`src/rtl/pingpong_vector_buffer_pkg.sv`:
```
// Shared defaults and helpers for the ping-pong vector buffer.
package pingpong_vector_buffer_pkg;

    localparam int unsigned DATA_W_DEF = 8;
    localparam int unsigned DEPTH_DEF  = 32;
    localparam int unsigned NUM_BANKS  = 2;

    // Address width for n entries, never less than one bit.
    function automatic int unsigned clog2_min1(input int unsigned n);
        return (n <= 2) ? 1 : $clog2(n);
    endfunction

endpackage

```
`src/rtl/pingpong_vector_buffer_if.sv`:
```
// Producer/consumer bus of the ping-pong vector buffer.
interface pingpong_vector_buffer_if
    import pingpong_vector_buffer_pkg::*;
#(
    parameter int unsigned DATA_W = DATA_W_DEF,
    parameter int unsigned DEPTH  = DEPTH_DEF
);
    localparam int unsigned ADDR_W = clog2_min1(DEPTH);

    logic              flush;
    logic              in_valid;
    logic [DATA_W-1:0] in_data;
    logic              in_ready;
    logic              vec_ready;
    logic              rd_en;
    logic [ADDR_W-1:0] rd_addr;
    logic [DATA_W-1:0] rd_data;
    logic              rd_valid;
    logic              rd_release;
    logic [ADDR_W-1:0] wr_count;
    logic [1:0]        full_banks;

    // Environment side: producer, consumer and flush control.
    modport master (
        output flush, in_valid, in_data, rd_en, rd_addr, rd_release,
        input  in_ready, vec_ready, rd_data, rd_valid, wr_count, full_banks
    );

    // Buffer side.
    modport slave (
        input  flush, in_valid, in_data, rd_en, rd_addr, rd_release,
        output in_ready, vec_ready, rd_data, rd_valid, wr_count, full_banks
    );

endinterface

```
`src/rtl/pvb_bank_ram.sv`:
```
// One bank: DEPTH x DATA_W array, one write port, one registered read port.
module pvb_bank_ram
    import pingpong_vector_buffer_pkg::*;
#(
    parameter int unsigned DATA_W = DATA_W_DEF,
    parameter int unsigned DEPTH  = DEPTH_DEF
)(
    input  logic                           clk,
    input  logic                           reset,
    input  logic                           clr,
    input  logic                           we,
    input  logic [clog2_min1(DEPTH)-1:0]   waddr,
    input  logic [DATA_W-1:0]              wdata,
    input  logic                           re,
    input  logic [clog2_min1(DEPTH)-1:0]   raddr,
    output logic [DATA_W-1:0]              rdata
);

    logic [DATA_W-1:0] mem [DEPTH];

    // Array write; contents are deliberately not reset.
    always_ff @(posedge clk) begin
        if (we) begin
            mem[waddr] <= wdata;
        end
    end

    // Read register; cleared so the output is defined after reset/flush.
    always_ff @(posedge clk or posedge reset) begin
        if (reset) begin
            rdata <= '0;
        end else if (clr) begin
            rdata <= '0;
        end else if (re) begin
            rdata <= mem[raddr];
        end
    end

endmodule

```
`src/rtl/pingpong_vector_buffer.sv`:
```
// Two-bank vector buffer: serial fill of one bank while the other is read.
module pingpong_vector_buffer
    import pingpong_vector_buffer_pkg::*;
#(
    parameter int unsigned DATA_W = DATA_W_DEF,
    parameter int unsigned DEPTH  = DEPTH_DEF
)(
    input  logic                    clk,
    input  logic                    reset,
    pingpong_vector_buffer_if.slave bus
);

    localparam int unsigned ADDR_W = clog2_min1(DEPTH);

    logic [NUM_BANKS-1:0] bank_full;
    logic [NUM_BANKS-1:0] bank_full_nxt;
    logic                 wr_bank;
    logic                 rd_bank;
    logic [ADDR_W-1:0]    wr_cnt;
    logic                 rd_valid_q;
    logic                 rd_sel_q;
    logic                 rd_oob_q;

    logic                 in_ready_c;
    logic                 vec_ready_c;
    logic                 accept;
    logic                 wr_last;
    logic                 rd_accept;
    logic                 release_ok;
    logic                 addr_oob;

    logic [NUM_BANKS-1:0] bank_we;
    logic [NUM_BANKS-1:0] bank_re;
    logic [DATA_W-1:0]    bank_q [NUM_BANKS];

    // Handshake qualifiers; flush overrides every request in its cycle.
    assign in_ready_c  = !bank_full[wr_bank];
    assign vec_ready_c = bank_full[rd_bank];
    assign accept      = bus.in_valid && in_ready_c && !bus.flush;
    assign wr_last     = accept && (wr_cnt == ADDR_W'(DEPTH - 1));
    assign rd_accept   = bus.rd_en && vec_ready_c && !bus.flush;
    assign release_ok  = bus.rd_release && vec_ready_c && !bus.flush;

    // Out-of-range read addresses only exist when DEPTH is not a power of two.
    generate
        if (DEPTH == (2 ** ADDR_W)) begin : g_pow2
            assign addr_oob = 1'b0;
        end else begin : g_npow2
            assign addr_oob = (32'(bus.rd_addr) >= DEPTH);
        end
    endgenerate

    // Fill and release touch different banks, so both can apply together.
    always_comb begin
        bank_full_nxt = bank_full;
        if (wr_last) begin
            bank_full_nxt[wr_bank] = 1'b1;
        end
        if (release_ok) begin
            bank_full_nxt[rd_bank] = 1'b0;
        end
    end

    // Pointers, write counter and read-side status.
    always_ff @(posedge clk or posedge reset) begin
        if (reset) begin
            bank_full  <= '0;
            wr_bank    <= 1'b0;
            rd_bank    <= 1'b0;
            wr_cnt     <= '0;
            rd_valid_q <= 1'b0;
            rd_sel_q   <= 1'b0;
            rd_oob_q   <= 1'b0;
        end else if (bus.flush) begin
            bank_full  <= '0;
            wr_bank    <= 1'b0;
            rd_bank    <= 1'b0;
            wr_cnt     <= '0;
            rd_valid_q <= 1'b0;
            rd_sel_q   <= 1'b0;
            rd_oob_q   <= 1'b0;
        end else begin
            bank_full  <= bank_full_nxt;
            rd_valid_q <= rd_accept;
            if (accept) begin
                wr_cnt <= wr_last ? '0 : wr_cnt + ADDR_W'(1);
            end
            if (wr_last) begin
                wr_bank <= ~wr_bank;
            end
            if (release_ok) begin
                rd_bank <= ~rd_bank;
            end
            if (rd_accept) begin
                rd_sel_q <= rd_bank;
                rd_oob_q <= addr_oob;
            end
        end
    end

    // Bank instances; only the addressed bank's read register updates.
    generate
        for (genvar b = 0; b < NUM_BANKS; b++) begin : g_bank
            assign bank_we[b] = accept && (wr_bank == 1'(b));
            assign bank_re[b] = rd_accept && !addr_oob && (rd_bank == 1'(b));

            pvb_bank_ram #(
                .DATA_W (DATA_W),
                .DEPTH  (DEPTH)
            ) u_bank (
                .clk    (clk),
                .reset  (reset),
                .clr    (bus.flush),
                .we     (bank_we[b]),
                .waddr  (wr_cnt),
                .wdata  (bus.in_data),
                .re     (bank_re[b]),
                .raddr  (bus.rd_addr),
                .rdata  (bank_q[b])
            );
        end
    endgenerate

    // Output mapping.
    assign bus.in_ready   = in_ready_c;
    assign bus.vec_ready  = vec_ready_c;
    assign bus.rd_valid   = rd_valid_q;
    assign bus.rd_data    = rd_oob_q ? '0 : bank_q[rd_sel_q];
    assign bus.wr_count   = wr_cnt;
    assign bus.full_banks = {1'b0, bank_full[0]} + {1'b0, bank_full[1]};

endmodule
```
`src/flat_wrapper.sv`:
```
// flat-port wrapper written by rule: the top's interface ports become plain ports
module pingpong_vector_buffer_flat import pingpong_vector_buffer_pkg::*;
#(
    parameter int unsigned DATA_W = DATA_W_DEF,
    parameter int unsigned DEPTH  = DEPTH_DEF
)
  (clk, reset, bus_flush, bus_in_valid, bus_in_data, bus_rd_en, bus_rd_addr, bus_rd_release, bus_in_ready, bus_vec_ready, bus_rd_data, bus_rd_valid, bus_wr_count, bus_full_banks);
  pingpong_vector_buffer_if #(.DATA_W(DATA_W), .DEPTH(DEPTH)) bus_i ();
  input  logic clk;
  input  logic reset;
  input wire logic [$bits(bus_i.flush)-1:0] bus_flush;
  input wire logic [$bits(bus_i.in_valid)-1:0] bus_in_valid;
  input wire logic [$bits(bus_i.in_data)-1:0] bus_in_data;
  input wire logic [$bits(bus_i.rd_en)-1:0] bus_rd_en;
  input wire logic [$bits(bus_i.rd_addr)-1:0] bus_rd_addr;
  input wire logic [$bits(bus_i.rd_release)-1:0] bus_rd_release;
  output wire logic [$bits(bus_i.in_ready)-1:0] bus_in_ready;
  output wire logic [$bits(bus_i.vec_ready)-1:0] bus_vec_ready;
  output wire logic [$bits(bus_i.rd_data)-1:0] bus_rd_data;
  output wire logic [$bits(bus_i.rd_valid)-1:0] bus_rd_valid;
  output wire logic [$bits(bus_i.wr_count)-1:0] bus_wr_count;
  output wire logic [$bits(bus_i.full_banks)-1:0] bus_full_banks;
  assign bus_i.flush = bus_flush;
  assign bus_i.in_valid = bus_in_valid;
  assign bus_i.in_data = bus_in_data;
  assign bus_i.rd_en = bus_rd_en;
  assign bus_i.rd_addr = bus_rd_addr;
  assign bus_i.rd_release = bus_rd_release;
  assign bus_in_ready = bus_i.in_ready;
  assign bus_vec_ready = bus_i.vec_ready;
  assign bus_rd_data = bus_i.rd_data;
  assign bus_rd_valid = bus_i.rd_valid;
  assign bus_wr_count = bus_i.wr_count;
  assign bus_full_banks = bus_i.full_banks;
  pingpong_vector_buffer #(.DATA_W(DATA_W), .DEPTH(DEPTH)) u_core (.clk(clk), .reset(reset), .bus(bus_i));
endmodule
```
`config.mk`:
```
export PLATFORM = sky130hd
export DESIGN_NAME = pingpong_vector_buffer_flat
export DESIGN_NICKNAME = d
export VERILOG_FILES = /design/src/rtl/pingpong_vector_buffer_pkg.sv /design/src/rtl/pingpong_vector_buffer_if.sv /design/src/rtl/pvb_bank_ram.sv /design/src/rtl/pingpong_vector_buffer.sv /design/src/flat_wrapper.sv
export SDC_FILE = /design/constraint.sdc
export NUM_CORES = 1
export LEC_CHECK = 0
export ABC_AREA = 1
export CAP_MARGIN = 10
export CORE_AREA = 2 2 205 207
export DETAILED_ROUTE_END_ITERATION = 12
export DIE_AREA = 0 0 207 209
export PLACE_DENSITY = 0.71
export SLEW_MARGIN = 10
export SYNTH_ARGS = -nofsm -noshare
export SYNTH_HDL_FRONTEND = slang
export SYNTH_HIERARCHICAL = 1
export SYNTH_SLANG_ARGS = --single-unit
export TNS_END_PERCENT = 100
```
`constraint.sdc`:
```
create_clock -name clk -period 2.3 [get_ports clk]
set_clock_uncertainty 0.05 [all_clocks]
set_input_delay 0.345 -clock clk [delete_from_list [all_inputs] [get_ports clk]]
set_output_delay 0.345 -clock clk [all_outputs]
set_load 0.01 [all_outputs]
```
==> impl_metrics.toml <==
[pwr]
p_int_mw = 16.6
leakage_nw = 9.71
irDropWorstVdd_v = 0.000747
switchingPower_mw = 4.44
power.density_mw_per_mm2 = 823
switching_share_pct = 21.0
seqPwrFrac_pct = 51.3
clkPwrFrac_pct = 42.6
p_comb_share_pct = 6.1

[grt]
grt_antenna_before_repair = 0
grt_pass1_wl_mm = 83.3
grt_usage_pct = 25.3
grt_overflow = 0
grt_max_degree = 89
grt_pass1_vias = 14600

[flow_run]
max_cap_violations = 0

[floorplanning]
ios = 37
dieArea_mm2 = 0.0433
die_x_um = 207
design.core.area_mm2 = 0.0413
fp.dieH_um = 209
rows = 75
initial_core_util_pct = 54.3

[setup_path]
worst_ep_arrival_time_ns = 1.89
reg2reg_depth = 10
critPathKind = "reg2out"
r2r-start = "u_core/bank_full[0]"
worstSetupStartpointType = "flip-flop"
rrSetupSlack_ns = 0.14
end_kind = "output port"
path_max_fanout = 5
r2r_end = "u_core/g_bank[1].u_bank/mem[3][5]"
worstPathRequired_ns = 1.90

[timing]
setup_viol = 0
fin_crit_sh_pct = 99.4
tightest_slew_ns = 0.535
maxSlewHeadroom_pct = 64.2
fmax_ghz = 0.438
hold_viol = 0
hold_ws_ns = 0.140
fin_crit_ns = 2.29
drv_slew = 0
fin_tns_setup_ns = 0

[place]
dp_hpwl_mm = 32.6
place.gp.congestion = 0.881
place_area_mm2 = 0.0237
portBuffers = 36

[route]
via_per_inst = 5.78
dr.pass1.iters = 6
ant_nets = 0
num_vias = 15200
initialDrtViolationCount = 1845
routed_wl_mm = 55.3
drc = 0
detail_route.wl_per_cell_um = 21.0

[layout]
layout-drive-gt1-share_pct = 11.7
finalNetCount = 2072
final_area_mm2 = 0.0256
layout-area-overhead-vs-synth_pct = 14.3
n_antenna_cell = 0

[cts]
clock_path_buffers = 3
cts_tree = "yes"
cts_root_buf = "clkbuf_16"
cts_made_buffers = 51
postCtsHoldBufs = 0
insertion_delay_ns = 0.58
ctsHtreeMaxLevel = 2
numClockSinks = 539
cts.reportedPaths.clkPinSlew_ns = 0.06

[hold_path]
hold_class = "in2async"

[synth]
synth_common_cells = "693 x nand2_1, 512 x edfxtp_1, 466 x nand3_1"
ys_top_cells_by_area = "edfxtp_1 69%, nand2_1 12%, nand3_1 10%"
ys_warn_count = 6
postSynthAreaPerCell_um2 = 11.6
syn-num-nets = 1961
synth_area_leader_cell = "edfxtp_1"
synthArstFlopShare_pct = 5.01
synth-edff-count = 512
syn-cell-area_mm2 = 0.0224
seq_area_frac_synth_pct = 71.6
netlist_instances = 1939
synth.most_common_cell = "nand2_1"
dominantRegCellSynth = "edfxtp_1"
ys_ff_latch = 539
netlist.area_leader.share_pct = 68.6
synthDistinctLibCells = 23

[status]
status = "finished clean"
## worst max-delay path: stages, from the launching register on
cell           delay, ns
dfrtp_2             0.43
buf_4               0.17
mux2_2              0.40
dlygate4sd2_1       0.31
## registers in the layout, indices dropped and copies added, names as in the netlist
name and count:
u_core/rd_sel_q 1, u_core/g_bank.u_bank/mem 512, u_core/rd_bank 1, u_core/bank_full 2
u_core/wr_bank 1, u_core/bus.rd_valid 1, u_core/g_bank.u_bank/rdata 16, u_core/bus.wr_count 5
## repair_timing
item                                    CTS  global route
buffers inserted                          1             4
pin swaps                                 0             0
gates resized for setup                   6            11
endpoints found under the setup margin   10            32
## cell families (layout without fill, tap and decap cells)
| logic type | count (synthesis) | count (layout) | synth area share, % |
|---|---|---|---|
| XOR/XNOR | 2 | 2 | 0.0781 |
| flip-flops | 539 | 539 | 71.6 |
| AO/OA/AOI/OAI | 6 | 6 | 0.201 |
| AND/OR/NAND/NOR | 1242 | 1242 | 23.5 |
| multiplexers | 8 | 8 | 0.402 |
| adder cells (fa/ha/maj) | 3 | 3 | 0.167 |
| buffers and inverters | 139 | 292 | 4.09 |
## placed cells by master (no fill, tap or decap), types with 4 or more instances in the layout
cell and n:
buf_12 16, dfrtp_1 23, clkbuf_16 53, buf_2 9, clkdlybuf4s50_1 14, mux2_2 8, clkbuf_1 10, clkinv_2 13
nand3_1 466, bufinv_16 10, nor2_1 77, dlygate4sd2_1 4, buf_4 112, inv_1 29, edfxtp_1 512, clkbuf_8 5
nand2_1 693, dlymetal6s2s_1 7
## metrics by stage
stage | power [mW] | worst slack (ns) | util, % | cells
floorplan | 11.8 | 0.216 | - | 1939
finish | 21.1 | 0.0145 | 62.1 | 2631
CTS | 21.2 | -0.103 | 61.9 | 2627
global route | 21.7 | -0.0118 | 62.1 | 2631
global placement | 12.3 | -0.0432 | 57.5 | 2531
detailed placement | 12.3 | -0.0947 | 57.5 | 2531
## routing by layer
metal | GRT usage [%] | share of wire [%]
met5 | 0 | 0
met4 | 6.50 | 2.0
met3 | 4.06 | 10
met2 | 40.9 | 47
met1 | 36.1 | 41
## power by group through the flow
stage | combinational (mW) | sequential [mW] | clock, mW
after floorplan | 0.746 | 11.0 | 0
after global placement | 1.26 | 11.0 | 0
after detailed placement | 1.27 | 11.0 | 0
after CTS | 1.27 | 10.8 | 9.09
after global routing | 1.39 | 10.8 | 9.46
final | 1.29 | 10.8 | 8.98
## how the worst max path moves through the flow
stage,cells past startpoint,start,slack [ns],endpoint
floorplan,8,u_core/wr_bank,0.22,u_core/g_bank[1].u_bank/mem[31][0]
global placement,9,bus_in_valid,-0.04,u_core/g_bank[1].u_bank/mem[15][6]
detailed placement,9,bus_in_valid,-0.09,u_core/g_bank[1].u_bank/mem[3][5]
CTS,2,u_core/rd_sel_q,-0.10,bus_rd_data[2]
global route,3,u_core/rd_sel_q,-0.01,bus_rd_data[6]
finish,3,u_core/rd_sel_q,0.01,bus_rd_data[6]
## cell type report
type | count | area [um2]
Fill cell | 3086 | 15700
Timing Repair Buffer | 163 | 1480
Multi-Input combinational cell | 1261 | 5460
Sequential cell | 539 | 16100
Clock inverter | 27 | 395
Clock buffer | 68 | 1430
Tap cell | 539 | 674
Inverter | 34 | 130
(Power assumes the default switching activity.)
